==> src/rtl/adders_pkg.sv <==
// Shared definitions for the adder library.
//   nblk()       : number of carry-select blocks (= pipeline stages) for a width
//   stage_ctl_t  : per-stage control bundle (valid, block carry-out, overflow)
package adders_pkg;

   function automatic int nblk(input int width, input int block);
      return width / block;
   endfunction

   // The operand/partial-sum vectors depend on the top-level WIDTH, so they
   // live beside this bundle in each stage rather than inside it.
   typedef struct packed {
      logic valid;   // stage holds a live operation
      logic carry;   // carry out of this stage's block
      logic ovf;     // carry-into-MSB ^ carry-out; meaningful in the last stage only
   } stage_ctl_t;

endpackage

==> src/rtl/csla_block.sv <==
// One carry-select block: two ripple chains (assumed carry-in 0 and 1)
// followed by a select mux driven by the real carry-in.
// Ports:
//   a, b      [BLOCK-1:0]  block operands
//   cin_sel                carry into the block, selects the candidate
//   sum       [BLOCK-1:0]  selected block sum
//   cout                   carry out of the block MSB
//   c_msb_in               carry into the block MSB (for signed overflow)
module csla_block #(
   parameter int BLOCK = 4
) (
   input  logic [BLOCK-1:0] a,
   input  logic [BLOCK-1:0] b,
   input  logic             cin_sel,
   output logic [BLOCK-1:0] sum,
   output logic             cout,
   output logic             c_msb_in
);

   logic [BLOCK:0]   c0_chain;
   logic [BLOCK:0]   c1_chain;
   logic [BLOCK-1:0] s0;
   logic [BLOCK-1:0] s1;

   always_comb begin
      c0_chain    = '0;
      c1_chain    = '0;
      s0          = '0;
      s1          = '0;
      c1_chain[0] = 1'b1;
      for (int i = 0; i < BLOCK; i++) begin
         s0[i]         = a[i] ^ b[i] ^ c0_chain[i];
         c0_chain[i+1] = (a[i] & b[i]) | (c0_chain[i] & (a[i] ^ b[i]));
         s1[i]         = a[i] ^ b[i] ^ c1_chain[i];
         c1_chain[i+1] = (a[i] & b[i]) | (c1_chain[i] & (a[i] ^ b[i]));
      end
   end

   always_comb begin
      sum      = cin_sel ? s1 : s0;
      cout     = cin_sel ? c1_chain[BLOCK] : c0_chain[BLOCK];
      c_msb_in = cin_sel ? c1_chain[BLOCK-1] : c0_chain[BLOCK-1];
   end

endmodule

==> src/rtl/csla_pipe.sv <==
// Pipelined carry-select adder/subtractor. One stage per BLOCK bits; the
// inter-block carry is registered, so results come out NBLK cycles after
// acceptance at one per cycle. Stalls freeze the whole pipe.
// Ports:
//   clk, rst_n              clock, async active-low reset
//   in_valid / in_ready     operand handshake (in_ready is combinational)
//   a, b [WIDTH-1:0]        operands
//   cin                     carry-in (add only)
//   sub                     1: a - b, 0: a + b + cin
//   out_valid / out_ready   result handshake
//   sum [WIDTH-1:0]         result, modulo 2^WIDTH
//   cout                    carry out of MSB (sub: 1 = no borrow)
//   ovf                     signed overflow
module csla_pipe
   import adders_pkg::*;
#(
   parameter int WIDTH = 16,
   parameter int BLOCK = 4
) (
   input  logic             clk,
   input  logic             rst_n,
   input  logic             in_valid,
   output logic             in_ready,
   input  logic [WIDTH-1:0] a,
   input  logic [WIDTH-1:0] b,
   input  logic             cin,
   input  logic             sub,
   output logic             out_valid,
   input  logic             out_ready,
   output logic [WIDTH-1:0] sum,
   output logic             cout,
   output logic             ovf
);

   localparam int NBLK = nblk(WIDTH, BLOCK);

   if (WIDTH % BLOCK != 0) begin : g_param_err
      $error("csla_pipe: WIDTH must be a multiple of BLOCK");
   end

   logic             adv;
   logic [WIDTH-1:0] b_eff;
   logic             c0;

   // Subtraction is a + ~b + 1.
   always_comb begin
      b_eff = sub ? ~b : b;
      c0    = sub ? 1'b1 : cin;
   end

   for (genvar k = 0; k < NBLK; k++) begin : g_stage
      stage_ctl_t       ctl_d;
      stage_ctl_t       ctl_q;
      logic [WIDTH-1:0] a_d;
      logic [WIDTH-1:0] a_q;
      logic [WIDTH-1:0] b_d;
      logic [WIDTH-1:0] b_q;
      logic [WIDTH-1:0] sum_d;
      logic [WIDTH-1:0] sum_q;

      logic [WIDTH-1:0] a_in;
      logic [WIDTH-1:0] b_in;
      logic [WIDTH-1:0] sum_in;
      logic             v_in;
      logic             c_in;
      logic [BLOCK-1:0] blk_sum;
      logic             blk_cout;
      logic             blk_c_msb;

      if (k == 0) begin : g_src
         assign a_in   = a;
         assign b_in   = b_eff;
         assign sum_in = '0;
         assign v_in   = in_valid;
         assign c_in   = c0;
      end else begin : g_src
         assign a_in   = g_stage[k-1].a_q;
         assign b_in   = g_stage[k-1].b_q;
         assign sum_in = g_stage[k-1].sum_q;
         assign v_in   = g_stage[k-1].ctl_q.valid;
         assign c_in   = g_stage[k-1].ctl_q.carry;
      end

      csla_block #(.BLOCK(BLOCK)) u_blk (
         .a        (a_in[k*BLOCK +: BLOCK]),
         .b        (b_in[k*BLOCK +: BLOCK]),
         .cin_sel  (c_in),
         .sum      (blk_sum),
         .cout     (blk_cout),
         .c_msb_in (blk_c_msb)
      );

      // Lower bits come resolved from the previous stage; upper operand bits
      // ride along untouched until their own stage.
      always_comb begin
         ctl_d       = '0;
         ctl_d.valid = v_in;
         ctl_d.carry = blk_cout;
         ctl_d.ovf   = blk_cout ^ blk_c_msb;
         a_d         = a_in;
         b_d         = b_in;
         sum_d       = sum_in;
         sum_d[k*BLOCK +: BLOCK] = blk_sum;
      end

      always_ff @(posedge clk or negedge rst_n) begin
         if (!rst_n) begin
            ctl_q <= '0;
            a_q   <= '0;
            b_q   <= '0;
            sum_q <= '0;
         end else if (adv) begin
            ctl_q <= ctl_d;
            a_q   <= a_d;
            b_q   <= b_d;
            sum_q <= sum_d;
         end
      end
   end

   always_comb begin
      out_valid = g_stage[NBLK-1].ctl_q.valid;
      sum       = g_stage[NBLK-1].sum_q;
      cout      = g_stage[NBLK-1].ctl_q.carry;
      ovf       = g_stage[NBLK-1].ctl_q.ovf;
      adv       = !out_valid || out_ready;
      in_ready  = adv;
   end

endmodule

==> config.mk <==
export PLATFORM = sky130hd
export DESIGN_NAME = csla_pipe
export DESIGN_NICKNAME = d
export VERILOG_FILES = /design/src/rtl/adders_pkg.sv /design/src/rtl/csla_block.sv /design/src/rtl/csla_pipe.sv
export SDC_FILE = /design/constraint.sdc
export NUM_CORES = 1
export LEC_CHECK = 0
export ABC_AREA = 1
export CELL_PAD_IN_SITES_DETAIL_PLACEMENT = 2
export CELL_PAD_IN_SITES_GLOBAL_PLACEMENT = 2
export CORE_ASPECT_RATIO = 1.75
export CORE_MARGIN = 8
export CORE_UTILIZATION = 36
export DETAILED_ROUTE_END_ITERATION = 8
export HOLD_SLACK_MARGIN = 0.02
export PLACE_DENSITY_LB_ADDON = 0.3
export SYNTH_ARGS = -nofsm -noshare
export SYNTH_HDL_FRONTEND = slang
export SYNTH_SLANG_ARGS = --single-unit
export TNS_END_PERCENT = 1
==> constraint.sdc <==
create_clock -name clk -period 5.94 [get_ports clk]
set_input_delay 1.188 -clock clk [delete_from_list [all_inputs] [get_ports clk]]
set_output_delay 1.188 -clock clk [all_outputs]
set_load 0.05 [all_outputs]
# ---- Word-level counts from Yosys, hierarchy flattened
# Cells that the tools add are included.
dict set report word_totals {
  regBits 145
  out_inout_bits 20
  elab_cells 146
}
dict set report op_classes {
  muxes 11
  bitwise 114
  reduce_logical 2
}
# operator count
set op_table {}
lappend op_table {{bitwise XOR 1 bit} 41}
lappend op_table {{bitwise AND 1 bit} 40}
lappend op_table {{OR 1 bit} 28}
lappend op_table {{two-way mux 16 bit} 1}
lappend op_table {{two-way mux 4 bit} 4}
lappend op_table {{inverter 16 bit} 1}
lappend op_table {{two-way mux 1 bit} 6}
lappend op_table {{inverter 1 bit} 4}
lappend op_table {{logical NOT 1 bit} 1}
lappend op_table {{logical OR 1 bit} 1}

# ---- Longest topological paths before layout
dict set report depth {
  ltp_word 11
  ltp_mapped 14
  mapped_depth_nobuf 13
}

# ---- By module
# Synthesis repeated with hierarchy kept, for this count alone.
dict set report unflattened {
  hier_cells 519
  hier_area_um2 4426.7
}
# module instances cells_each area_each_um2 seq_area_each_um2
set by_module_without_submodules {}
lappend by_module_without_submodules {csla_pipe 1 435 3846.2 2427.3}
lappend by_module_without_submodules {csla_block 4 21 145.1 0.0}

# ---- Least setup slack after synthesis
# OpenSTA, ideal clock, no wires.
dict set report synth_timing {
  path_kind {in2reg}
  from {input port sub}
  to {register g_stage[0].sum_q[3]}
  setup_time_ps 116
  arrival_time_ps 3098
  required_ps 5824
  setup_slack_ps 2726
  cell_stages 14
  path_cell_list {buf_6 > buf_6 > xnor2_1 > inv_1 > ha_1 > nand2_1 > o21ai_0 > fa_1 > inv_1 > fa_1 > inv_1 > fa_1 > nand2_1 > nand2_1}
}
dict set report synth_via {
  elab_chain_cells 9
  word_cells_on_any_way 21
  cone_classes {3 x mux; 18 x bitwise}
}
# element line
set synth_rtl {}
lappend synth_rtl {{start, declared} csla_pipe.sv:27} ;# input logic sub,
lappend synth_rtl {{two-way mux 16 bit} csla_pipe.sv:47} ;# b_eff = sub ? ~b : b;
lappend synth_rtl {{bitwise AND 1 bit or bitwise XOR 1 bit (tied branches)} n/a}
lappend synth_rtl {{OR 1 bit} csla_block.sv:35} ;# c1_chain[i+1] = (a[i] & b[i]) | (c1_chain[i] & (a[i] ^ b[i]));
lappend synth_rtl {{bitwise AND 1 bit} csla_block.sv:35}
lappend synth_rtl {{OR 1 bit} csla_block.sv:35}
lappend synth_rtl {{bitwise AND 1 bit} csla_block.sv:35}
lappend synth_rtl {{OR 1 bit} csla_block.sv:35}
lappend synth_rtl {{bitwise XOR 1 bit} csla_block.sv:34} ;# s1[i] = a[i] ^ b[i] ^ c1_chain[i];
lappend synth_rtl {{two-way mux 4 bit (*)} csla_block.sv:40} ;# sum = cin_sel ? s1 : s0;
lappend synth_rtl {{net g_stage[0].blk_sum[3]} csla_pipe.sv:66} ;# logic [BLOCK-1:0] blk_sum;
lappend synth_rtl {{end signal, assigned} csla_pipe.sv:116} ;# sum_q <= sum_d;
lappend synth_rtl {{end, declared} csla_pipe.sv:59} ;# logic [WIDTH-1:0] sum_q;
# The timed path passes the listed nets; every way through them passes the cells marked *.
# A chain may end at the register's enable or synchronous reset.

# ---- Worst setup path after layout
# Ends and elaborated chain as after synthesis.

==> results by group <==
Status
  – Outcome: finished, final reports clean

Power
  – Leakage dissipation: 2.59 nW
  – Peak supply drop: 0.202 mV
  – Pwr dens: 542 nW/µm²

Detailed routing
  – Wire per inst: 15.9 µm
  – Remaining antenna violation count after routing: 0
  – Residual DRC: 0
  – Detailed-route via count: 3,183
  – Detail Route met2 WL: 5.66 mm
  – M1 WL: 4.33 mm
  – Max Used Layer: met4
  – Routed WL: 10.5 mm
  – Drt first pass iters: 4
  – DRC marker count from the first detailed-route iteration: 119
  – Total met3 wirelength after detailed routing: 326 µm
  – Via/cell ratio: 4.81

Timing
  – Share of the clock period used by the worst path: 0.655
  – Max-slew headroom: 0.368
  – Count of final max-slew check failures: 0
  – Worst Tran Pin Value: 949 ps
  – Final TNS setup: 0 ps
  – F_max: 257 MHz
  – Clock period minus worst slack: 3890 ps
  – RSZ-0062 raised after global routing: false
  – Count of endpoints failing hold in the final timing report: 0
  – Fin Hold WS: 457 ps
  – Final setup vio count: 0
  – Clock skew: 9.12 ps

Place
  – HPWL after detailed placement: 7.14 mm
  – Gp weighted congestion: 0.714
  – Port buffer count: 57

Floorplanning
  – Row count: 53
  – Die area: 15,900 µm²
  – Initial cell density of the core: 0.364
  – Standard cell core area: 11,900 µm²
  – Die Width: 98.9 µm
  – Count of boundary I/O pins: 58
  – Die outline height: 161 µm

Worst setup path
  – End of the worst register-to-register path: ovf$_DFFE_PN0P_
  – Setup slack, reg-to-reg: 3490 ps
  – Worst Reg2Reg Path Length in Cells: 13
  – Data required, critical path: 6230 ps
  – Critical Path Fanout Max: 18
  – Signal arrival time at the worst endpoint: 4180 ps
  – R2R Path Start: g_stage[2].a_q[12]$_DFFE_PN0P_
  – Kind of start point of the critical path: input pin
  – Kind of capture point of the worst setup path: flop
  – Category of the most critical setup path: input pin to flop

Synth
  – Cell with the most instances after synthesis: sky130_fd_sc_hd__nand2_1
  – Most used flip-flop cell after synthesis: sky130_fd_sc_hd__dfrtp_1
  – Post-Synthesis Net Count: 530
  – Mapped Cells: 472
  – Leading cell types by total area after synthesis: sky130_fd_sc_hd__dfrtp_1 56%, sky130_fd_sc_hd__nand2_1 16%, sky130_fd_sc_hd__o21ai_0 7.3%, sky130_fd_sc_hd__fa_1 5.6%, sky130_fd_sc_hd__inv_1 4.5%
  – Area share of the largest cell type after synthesis: 0.561
  – Average size of a mapped cell: 9.16 µm²
  – Warning count from the yosys run: 0
  – Post-synthesis async set-or-reset flop share: 1.00
  – Combined area of all synthesized cells: 4330 µm²
  – Number of enable-type register cells in the synthesized netlist: 0
  – Share of the yosys chip area belonging to registers: 0.561
  – Dominant cell type by area after synthesis: sky130_fd_sc_hd__dfrtp_1
  – Number of storage elements in the synthesis netlist: 97
  – Cell variety after synth: 18
  – Commonest cells post-synth: 183 x sky130_fd_sc_hd__nand2_1, 97 x sky130_fd_sc_hd__dfrtp_1, 63 x sky130_fd_sc_hd__o21ai_0

Global route
  – Overflow left after global routing: 0
  – First-pass GRT wire length: 18.0 mm
  – Number of global-route vias before repair: 3,700
  – Largest net degree at the start of global routing: 104
  – Total Routing Usage GR: 0.143
  – Antenna violations before repair: 0

Hold path
  – Hold path start: g_stage[3].v_in$_DFFE_PN0P_
  – Worst min-delay path class: flop to flop
  – Cell depth of the worst min-delay path: 2
  – Endpoint of the worst hold-timing path: out_valid$_DFFE_PN0P_

Clocking
  – Clk buf depth: 2
  – Worst skew pair latency: 350 ps
  – CTS resizes: 0
  – Number of clock sinks seen by CTS: 97
  – # H-tree levels: 3
  – Root buffer cell: sky130_fd_sc_hd__clkbuf_16
  – CTS tree: yes
  – Post-CTS setup repair buffer count: 0
  – Cts hold-fix bufs: 0
  – Clock-pin slew of the registers on the worst-case setup and hold paths: 80 ps
  – Number of buffers added by the clock tree synthesis step: 9

Finish
  – Reg area: 2430 µm²
  – Layout cells sized above 1: 0.0590
  – Area occupied by multi-input gates: 1540 µm²
  – Total of fill cells in the finished design: 1,303
  – Net count of the finished layout: 578
  – Antenna cells: 0
  – Layout area overhead: 21.1%

Run
  – Max-cap viol count: 0
[worst max-delay path, stage by stage]
cell and delay (ps):
sky130_fd_sc_hd__clkdlybuf4s50_1 840, sky130_fd_sc_hd__buf_4 290, sky130_fd_sc_hd__xnor2_1 160, sky130_fd_sc_hd__inv_1 80, sky130_fd_sc_hd__ha_1 190, sky130_fd_sc_hd__nand2_1 60, sky130_fd_sc_hd__o21ai_0 100, sky130_fd_sc_hd__fa_1 370
sky130_fd_sc_hd__inv_1 70, sky130_fd_sc_hd__fa_1 160, sky130_fd_sc_hd__inv_1 50, sky130_fd_sc_hd__fa_1 480, sky130_fd_sc_hd__nand2_1 50, sky130_fd_sc_hd__nand2_1 100
[state kept, by name (all words and copies together) (netlist names)]
signal	cells
sum	16
ovf	1
g_stage.c_in	3
g_stage.v_in	3
g_stage.sum_q	24
g_stage.a_q	24
cout	1
out_valid	1
g_stage.b_q	24
[worst max-delay path by stage]
stage	startpoint	endpoint	slack (ps)	depth (start not counted)
floorplan	sub	g_stage[0].sum_q[3]$_DFFE_PN0P_	2730	14
global placement	sub	g_stage[0].sum_q[3]$_DFFE_PN0P_	1740	14
detailed placement	sub	g_stage[0].sum_q[3]$_DFFE_PN0P_	1610	14
CTS	sub	g_stage[0].sum_q[3]$_DFFE_PN0P_	1990	14
global route	sub	g_stage[0].sum_q[3]$_DFFE_PN0P_	1820	14
finish	sub	g_stage[0].sum_q[3]$_DFFE_PN0P_	2050	14
[cell families after synthesis]
family / count (synthesis) / share of synthesized area
xor gates and xnor gates: 4 / 0.00810
and+or+nand+nor: 212 / 0.196
adders and majority gates: 20 / 0.0787
AOI/OAI and AO/OA: 63 / 0.0729
DFF: 97 / 0.561
buffers and inverters: 76 / 0.0827
[routing by layer]
metal	vias up	track usage
met4	0	0.0590
li1	1532	-
met2	45	0.258
met5	-	0
met3	10	0.0293
met1	1596	0.157
[placed cells by master (no fill, tap or decap)]
master	count
sky130_fd_sc_hd__or2_2	9
sky130_fd_sc_hd__buf_4	4
sky130_fd_sc_hd__inv_8	1
sky130_fd_sc_hd__o21ai_0	63
sky130_fd_sc_hd__dfrtp_1	97
sky130_fd_sc_hd__fa_1	12
sky130_fd_sc_hd__nand2_4	1
sky130_fd_sc_hd__inv_1	52
sky130_fd_sc_hd__clkbuf_16	9
sky130_fd_sc_hd__xnor2_1	2
sky130_fd_sc_hd__xor2_1	2
sky130_fd_sc_hd__or2_0	1
sky130_fd_sc_hd__inv_4	1
sky130_fd_sc_hd__nand3_1	17
sky130_fd_sc_hd__clkdlybuf4s50_1	56
sky130_fd_sc_hd__inv_6	3
sky130_fd_sc_hd__clkinv_4	1
sky130_fd_sc_hd__nor2_1	1
sky130_fd_sc_hd__nand2_1	183
sky130_fd_sc_hd__clkinvlp_4	1
sky130_fd_sc_hd__bufinv_16	1
sky130_fd_sc_hd__ha_1	8
[through the flow]
step	power (mW)	area (µm²)	utilization	setup slack, ps	instances
after global routing	3.07	5240	0.441	1820	662
after floorplan	1.86	4330	-	2730	472
after CTS	2.90	5240	0.441	1990	662
final	2.84	5240	0.441	2050	662
after global placement	2.18	4930	0.415	1740	646
after detailed placement	2.27	4930	0.415	1610	646
[layout make-up]
| type | instances | area share |
|---|---|---|
| Clock buffer | 9 | 0.0430 |
| Inverter | 53 | 0.0384 |
| Multi-Input combinational cell | 299 | 0.294 |
| Sequential cell | 97 | 0.463 |
| Tap cell | 137 | 0.0327 |
| Clock inverter | 7 | 0.0160 |
| Timing Repair Buffer | 60 | 0.113 |
[where the power goes]
group / internal [mW] / total, mW / switching (mW)
Combinational: 0.386 / 1.12 / 0.736
Sequential: 0.953 / 1.11 / 0.155
Clock: 0.335 / 0.607 / 0.272
Total: 1.67 / 2.84 / 1.16
Note: power is estimated with default switching activity, not from simulation.
